==> src/rtl/aes_pkg.sv <==
// Shared definitions for the AES-128 decryption controller: FSM state encoding,
// msgControl encodings and the round count.
package aes_pkg;

    localparam int NUM_ROUNDS = 10;

    typedef enum logic [3:0] {
        ST_IDLE,
        ST_KEY_EXP,
        ST_LOAD,
        ST_ARK0,
        ST_ISR,
        ST_ISB_WAIT,
        ST_ISB,
        ST_ARK,
        ST_IMC,
        ST_IMC_LOAD,
        ST_DONE
    } state_e;

    localparam logic [2:0] MSG_ARK  = 3'b000;
    localparam logic [2:0] MSG_ISR  = 3'b001;
    localparam logic [2:0] MSG_IMC  = 3'b010;
    localparam logic [2:0] MSG_ISB  = 3'b011;
    localparam logic [2:0] MSG_LOAD = 3'b100;
    localparam logic [2:0] MSG_HOLD = 3'b111;

endpackage

==> src/rtl/aes_decrypt_ctrl.sv <==
// Moore controller sequencing the AES-128 decryption datapath.
// Optional cycleCount output is built when AES_CTRL_CYCLE_CNT_EN is defined.
module aes_decrypt_ctrl
    import aes_pkg::*;
#(
    parameter int KEY_WAIT = 12
) (
    input  logic       clk,
    input  logic       Reset,
    input  logic       start,
    output logic       done,
    output logic [2:0] msgControl,
    output logic [1:0] invMixColControl,
    output logic       expandKey,
    output logic [3:0] correctKey
`ifdef AES_CTRL_CYCLE_CNT_EN
    ,
    output logic [15:0] cycleCount
`endif
);

    localparam int KW_W = (KEY_WAIT < 1) ? 1 : $clog2(KEY_WAIT + 1);
    localparam logic [KW_W-1:0] KW_LAST = KW_W'(KEY_WAIT - 1);

    state_e          state_q, state_d;
    logic [3:0]      round_q, round_d;
    logic [1:0]      col_q,   col_d;
    logic [KW_W-1:0] kw_q,    kw_d;

    // NOTE: every variable gets a default at the top of always_comb so no latch is inferred.
    always_comb begin
        state_d = state_q;
        round_d = round_q;
        col_d   = col_q;
        kw_d    = kw_q;
        case (state_q)
            ST_IDLE: begin
                if (start) begin
                    state_d = ST_KEY_EXP;
                    kw_d    = '0;
                end
            end
            ST_KEY_EXP: begin
                if (kw_q == KW_LAST) state_d = ST_LOAD;
                else                 kw_d    = kw_q + KW_W'(1);
            end
            ST_LOAD:     state_d = ST_ARK0;
            ST_ARK0: begin
                round_d = 4'(NUM_ROUNDS - 1);
                state_d = ST_ISR;
            end
            ST_ISR:      state_d = ST_ISB_WAIT;
            ST_ISB_WAIT: state_d = ST_ISB;
            ST_ISB:      state_d = ST_ARK;
            ST_ARK: begin
                if (round_q == 4'd0) begin
                    state_d = ST_DONE;
                end else begin
                    col_d   = 2'd0;
                    state_d = ST_IMC;
                end
            end
            ST_IMC: begin
                // Column counter parks at 3 so IMC_LOAD keeps presenting the last column.
                if (col_q == 2'd3) state_d = ST_IMC_LOAD;
                else               col_d   = col_q + 2'd1;
            end
            ST_IMC_LOAD: begin
                round_d = round_q - 4'd1;
                state_d = ST_ISR;
            end
            ST_DONE: begin
                if (!start) state_d = ST_IDLE;
            end
            default: state_d = ST_IDLE;
        endcase
    end

    // NOTE: sequential state is updated with non-blocking assignments only.
    always_ff @(posedge clk) begin
        if (Reset) begin
            state_q <= ST_IDLE;
            round_q <= '0;
            col_q   <= '0;
            kw_q    <= '0;
        end else begin
            state_q <= state_d;
            round_q <= round_d;
            col_q   <= col_d;
            kw_q    <= kw_d;
        end
    end

    // Outputs decode registered state only; start never reaches them combinationally.
    always_comb begin
        done             = 1'b0;
        msgControl       = MSG_HOLD;
        invMixColControl = 2'd0;
        expandKey        = 1'b0;
        correctKey       = 4'd0;
        case (state_q)
            ST_KEY_EXP:  expandKey  = 1'b1;
            ST_LOAD:     msgControl = MSG_LOAD;
            ST_ARK0: begin
                msgControl = MSG_ARK;
                correctKey = 4'(NUM_ROUNDS);
            end
            ST_ISR:      msgControl = MSG_ISR;
            ST_ISB:      msgControl = MSG_ISB;
            ST_ARK: begin
                msgControl = MSG_ARK;
                correctKey = round_q;
            end
            ST_IMC:      invMixColControl = col_q;
            ST_IMC_LOAD: begin
                msgControl       = MSG_IMC;
                invMixColControl = col_q;
            end
            ST_DONE:     done = 1'b1;
            default: ;
        endcase
    end

`ifdef AES_CTRL_CYCLE_CNT_EN
    logic [15:0] cyc_q, cyc_d;

    always_comb begin
        cyc_d = cyc_q;
        if (state_q == ST_IDLE) begin
            if (start) cyc_d = 16'd0;
        end else if (state_q != ST_DONE && cyc_q != 16'hFFFF) begin
            cyc_d = cyc_q + 16'd1;
        end
    end

    always_ff @(posedge clk) begin
        if (Reset) cyc_q <= 16'd0;
        else       cyc_q <= cyc_d;
    end

    assign cycleCount = cyc_q;
`else
    // Cycle counter not built in this configuration.
`endif

endmodule

==> config.mk <==
export PLATFORM = sky130hd
export DESIGN_NAME = aes_decrypt_ctrl
export DESIGN_NICKNAME = d
export VERILOG_FILES = /design/src/rtl/aes_pkg.sv /design/src/rtl/aes_decrypt_ctrl.sv
export SDC_FILE = /design/constraint.sdc
export NUM_CORES = 1
export LEC_CHECK = 0
export BUFFER_PORTS_ARGS = -buffer_cell sky130_fd_sc_hd__buf_2
export CORE_MARGIN = 2
export CORE_UTILIZATION = 59
export CTS_BUF_LIST = sky130_fd_sc_hd__clkbuf_4 sky130_fd_sc_hd__clkbuf_8 sky130_fd_sc_hd__clkbuf_16
export CTS_CLUSTER_DIAMETER = 60
export CTS_CLUSTER_SIZE = 20
export DETAILED_ROUTE_END_ITERATION = 6
export HOLD_SLACK_MARGIN = 0.05
export MAX_ROUTING_LAYER = met4
export PLACE_DENSITY = 0.8
export SLEW_MARGIN = 15
export SYNTH_ARGS = -nofsm -noshare
export SYNTH_HDL_FRONTEND = slang
export SYNTH_SLANG_ARGS = --single-unit
==> constraint.sdc <==
create_clock -name clk -period 3.7 [get_ports clk]
set_input_delay 0.37 -clock clk [delete_from_list [all_inputs] [get_ports clk]]
set_output_delay 0.37 -clock clk [all_outputs]
set_load 0.1 [all_outputs]
# == Yosys cells after proc, flatten, opt, wreduce, memory -nomap -nowiden ==
# Cells that the tools add are included.
# word_totals
reg_bits,14
in_bits,3
word_cells,55
# classes
add_sub_neg,3
eq_ne,19
muxes,18
reduce_logical,11
# ops
op,n
case mux 4 bit (10 select lines),1
two-way mux 4 bit,6
case mux 4 bit (2 select lines),3
"equality test 4 x 3 -> 1 bit, second input constant",4
"equality test 4 bit, second input constant",4
case mux 3 bit (5 select lines),1
"inequality test 2 bit, second input constant",7
"equality test 4 x 2 -> 1 bit, second input constant",2
zero test 4 bit,2
two-way mux 2 bit,4
AND reduction 3 bit,2
nonzero test 2 bit,3
OR reduction 2 bit,3
"adder 4 x 1 -> 4 bit, second input constant",1
"equality test 4 x 1 -> 1 bit, second input constant",1
case mux 2 bit (2 select lines),1
AND reduction 4 bit,1
"subtractor 4 x 1 -> 4 bit, second input constant",1
"adder 2 x 1 -> 2 bit, second input constant",1
"equality test 2 bit, second input constant",1
two-way mux 1 bit,2

# == Longest topological paths before layout ==
# depth
word_depth,3
ltp_mapped,5
ltp_nobuf,5

# == Worst setup path after synthesis ==
# OpenSTA, ideal clock, no wires.
# synth_path
kind,reg2out
startpoint,register state_q[3]
endpoint,output port done
arrival_ns,2.928
path_slack_ns,0.402
stages_incl_launch_ff,4
path_buffers,1
cell_sequence,dfxtp_1 -> buf_4 -> inv_1 -> nor3b_1
# synth_between
elab_chain_cells,2
# synth_rtl
element,line_no,rtl
from (decl),aes_decrypt_ctrl.sv:25,"state_e state_q, state_d;"
from (signal assigned),aes_decrypt_ctrl.sv:87,state_q <= state_d;
equality test 4 bit,aes_decrypt_ctrl.sv:101,case (state_q)
two-way mux 1 bit,aes_decrypt_ctrl.sv:101,
to (decl),aes_decrypt_ctrl.sv:11,"output logic done,"
# Every way passes these cells.

# == Worst setup path after layout ==
# layout_path
startpoint,register state_q[3]
endpoint,output port invMixColControl[0]
# layout_between
elab_chain_cells,3
word_cells_on_any_way,4
cone_classes,eq/ne (2); mux (1); reduce/logical (1)
# layout_rtl
element,line_no,rtl
equality test 4 bit,aes_decrypt_ctrl.sv:101,
OR reduction 2 bit (no line) *,n/a,
two-way mux 2 bit *,aes_decrypt_ctrl.sv:101,
to (decl),aes_decrypt_ctrl.sv:13,"output logic [1:0] invMixColControl,"
# Every way passes the cells marked *; elsewhere a longest branch is shown, timed or not.

==> flow_summary.toml <==
[synthesis]
synth_area_per_cell_um2 = 8.39
synth-adder-area-share_pct = 3.82
synth_cell_type_count = 50
synthDominantAreaCellType = "sky130_fd_sc_hd__dfxtp_1"
synthMuxAreaShare_pct = 2.17
netlist_top_cells_area = "sky130_fd_sc_hd__dfxtp_1 29%, sky130_fd_sc_hd__a21oi_1 5.1%, sky130_fd_sc_hd__ha_1 3.8%"
synth.top_cell.area_share_pct = 28.5
synth-xor-area-share_pct = 2.55
synthesis.nets = 123
synth_seq_area_share_pct = 28.5
synth_seq_cells = 14
async_reset_ff_share_pct = 0
most_repeated_cell_in_the_gate_level_netlist_after_synthesis = "sky130_fd_sc_hd__dfxtp_1"
synth_compound_area_share_pct = 21.3
synthCells = 117
combinational_family_with_the_most_area_after_synthesis = "simple AND/OR/NAND/NOR gates"
post_synth_edffs = 0
synthSimpleGateAreaFrac_pct = 33.9
yosys_warnings = 0
synth.top_cells.by_count = "14 x sky130_fd_sc_hd__dfxtp_1, 10 x sky130_fd_sc_hd__a21oi_1, 8 x sky130_fd_sc_hd__inv_1"
synth_ff_type = "sky130_fd_sc_hd__dfxtp_1"
synth_area_um2 = 982

[routing]
1st_pass_router_iterations = 5
via_count = 905
iteration_0_drc_markers = 27
ant_nets = 0
detail_route.vias_per_cell = 6.37
wl_mm = 2.11
wire_per_inst_um = 14.9
drc = 0

[cells_and_area]
layout.nets = 133
final_core_util_pct = 68.6
layout_cells_sized_above_1_pct = 19.8
syn2layout_area_growth_pct = 7.64
diodes_inserted = 0
layout.cells.non_filler = 142

[clocking]
cts_root_buffer = "sky130_fd_sc_hd__clkbuf_4"
cts_htree_levels = 1
clkSinkCount = 14
clock_transition_at_the_register_clock_pins_on_the_worst_setup_and_hold_paths_after_cts_ns = 0.09
clock_tree.buffer_depth = 2
ctsHoldBuffers = 0
clkLatencyLatePin_ns = 0.29
post_cts.resized_instances = 0
clock_tree_from_tritoncts = "done"
cts.repair_timing.setup_buffer_count = 0
cts_made_buffers = 3

[power_and_ir_drop]
power_leakage_nw = 0.429
power.switching_fraction_pct = 27.0
report.power.total_w = 0.000304
power.clock.fraction_pct = 38.6
power_report.internal_total_w = 0.000221
power.switching_w = 0.0000821
worst_ir_drop_vdd_mv = 0.193
pwr_cell_area_nw_per_um2 = 287
comb_power_share_pct = 8.9
sequentialPowerShare_pct = 52.4

[timing]
worstMarginPinSlew_ns = 0.720
final_hold_viol_count = 0
clock-skew-final_ns = 0.00338
fmax_ghz = 0.415
finalHoldWorstSlack_ns = 0.421
max_slew_margin_pct = 51.9
setup_total_negative_slack_ns = 0
post-route-min-period_ns = 2.41
period_share_pct = 65.1
setup_viol = 0
final_max_slew_viol_count = 0
grt_setup_unrepaired = "no"

[grt]
overall_fraction_of_global_route_tracks_in_use_pct = 24.8
grt_remaining_overflow = 0
grt_pass1_wl_mm = 3.57
grt_max_degree = 22
antenna_violations_before_repair = 0
first_global_vias = 780

[hold_path]
hold_path_startpoint = "Reset"
min-delay-path-class = "primary input to flop"

[floorplanning]
fp.dieH_um = 44.8
floorplan.die_area_um2 = 2010
std_cell_rows = 14
core_area_um2 = 1540
floorplan.io_pins = 14
floorplan.initialDensity_pct = 63.7
die_w_um = 44.8

[setup_path]
criticalPathCategory = "flop to primary output"
worst-endpoint-arrival_ns = 2.04
critical_path.max_fanout = 15
critical_path.reg2reg.startpoint = "state_q[3]$_SDFFE_PP0P_"
timing.critical_path.from = "state_q[3]$_SDFFE_PP0P_"
cpMaxStageDelayCell = "sky130_fd_sc_hd__dfxtp_1"
critical-path-max-stage-delay_ns = 0.70
crit_path_start_kind = "flop"
worstPathCellList = "inv_1, nor3_1, and2_1, buf_2"
cp_top_family = "flip-flops"
worstPathRequired_ns = 3.33
path_buf_inv = 2
cp-end-kind = "primary output"

[placed_design]
numPlacedInstances = 138
globalplace.congestion = 0.838
place.detailed.hpwl_mm = 1.50
buffer_ports.inserted = 13

[run_status]
status = "completed"

[run]
max_cap_viol_count = 0
==> per-stage QoR <==
step | setup slack [ns] | area, µm²
2_1_floorplan | 0.402 | 982
3_3_place_gp | 1.67 | 1020
3_5_place_dp | 1.60 | 1020
4_1_cts | 1.28 | 1060
5_1_grt | 1.10 | 1060
6_report | 1.29 | 1060
==> worst register-to-register path: stages, from the launching register on <==
cell and delay [ns]:
sky130_fd_sc_hd__dfxtp_1 0.70, sky130_fd_sc_hd__nor4b_2 0.46, sky130_fd_sc_hd__a22oi_1 0.21, sky130_fd_sc_hd__a31o_2 0.27
==> final cells by class <==
cell class	count	area, µm²
inverter	8	30.0
timing repair buffer	13	65.1
clock buffer	4	36.3
multi-input combinational	87	626
sequential	14	280
tap	16	20.0
fill	133	484
==> metal layers <==
layer	global-route usage (%)	vias to the layer above	routed length [µm]
met5	-	-	0
met4	11.8	0	34
met3	4.00	5	142
met2	33.0	35	874
met1	36.2	412	1060
li1	-	453	-
==> power by group through the flow <==
stage | clock (W) | sequential [W] | combinational, W
after floorplan | 0 | 0.000158 | 0.0000255
after global placement | 0 | 0.000162 | 0.0000262
after detailed placement | 0 | 0.000162 | 0.0000269
after CTS | 0.000117 | 0.000159 | 0.0000270
after global routing | 0.000124 | 0.000160 | 0.0000290
final | 0.000117 | 0.000159 | 0.0000271
==> cell usage in the layout, fill, tap and decap left out, types with 2 or more instances in the layout <==
master | Yosys | routed
sky130_fd_sc_hd__buf_2 | 4 | 13
sky130_fd_sc_hd__o31ai_1 | 2 | 2
sky130_fd_sc_hd__nand2b_1 | 2 | 2
sky130_fd_sc_hd__nor2b_1 | 4 | 4
sky130_fd_sc_hd__or3b_1 | 2 | 2
sky130_fd_sc_hd__nand3_1 | 3 | 3
sky130_fd_sc_hd__ha_1 | 3 | 3
sky130_fd_sc_hd__nand2_1 | 6 | 6
sky130_fd_sc_hd__nor3_1 | 5 | 5
sky130_fd_sc_hd__a211oi_1 | 2 | 2
sky130_fd_sc_hd__nor2_1 | 6 | 6
sky130_fd_sc_hd__or3_1 | 2 | 2
sky130_fd_sc_hd__and4b_1 | 2 | 2
sky130_fd_sc_hd__clkbuf_4 | 0 | 3
sky130_fd_sc_hd__a21oi_1 | 10 | 10
sky130_fd_sc_hd__a31oi_1 | 2 | 2
sky130_fd_sc_hd__inv_1 | 8 | 8
sky130_fd_sc_hd__nand4_1 | 2 | 2
sky130_fd_sc_hd__and2_1 | 4 | 4
sky130_fd_sc_hd__o21ai_0 | 3 | 3
sky130_fd_sc_hd__dfxtp_1 | 14 | 14
==> sequential cells by signal, summed over array words and instances (netlist names) <==
signal   count
kw_q         4
round_q      4
state_q      4
col_q        2
==> final timing paths <==
path	depth (start not counted)	end	slack, ns
setup / recovery	4	invMixColControl[0]	1.29
hold / removal	2	state_q[3]$_SDFFE_PP0P_	0.42
setup reg to reg	3	col_q[0]$_SDFFE_PP0P_	1.96
hold reg to reg	2	col_q[1]$_SDFFE_PP0P_	0.50
==> cell families after synthesis <==
logic type / after synthesis
compound gates: 31
flops: 14
fa+ha+maj: 3
simple gates: 49
xor+xnor: 2
buf+inv: 16
mux: 2
(Power assumes the default switching activity.)
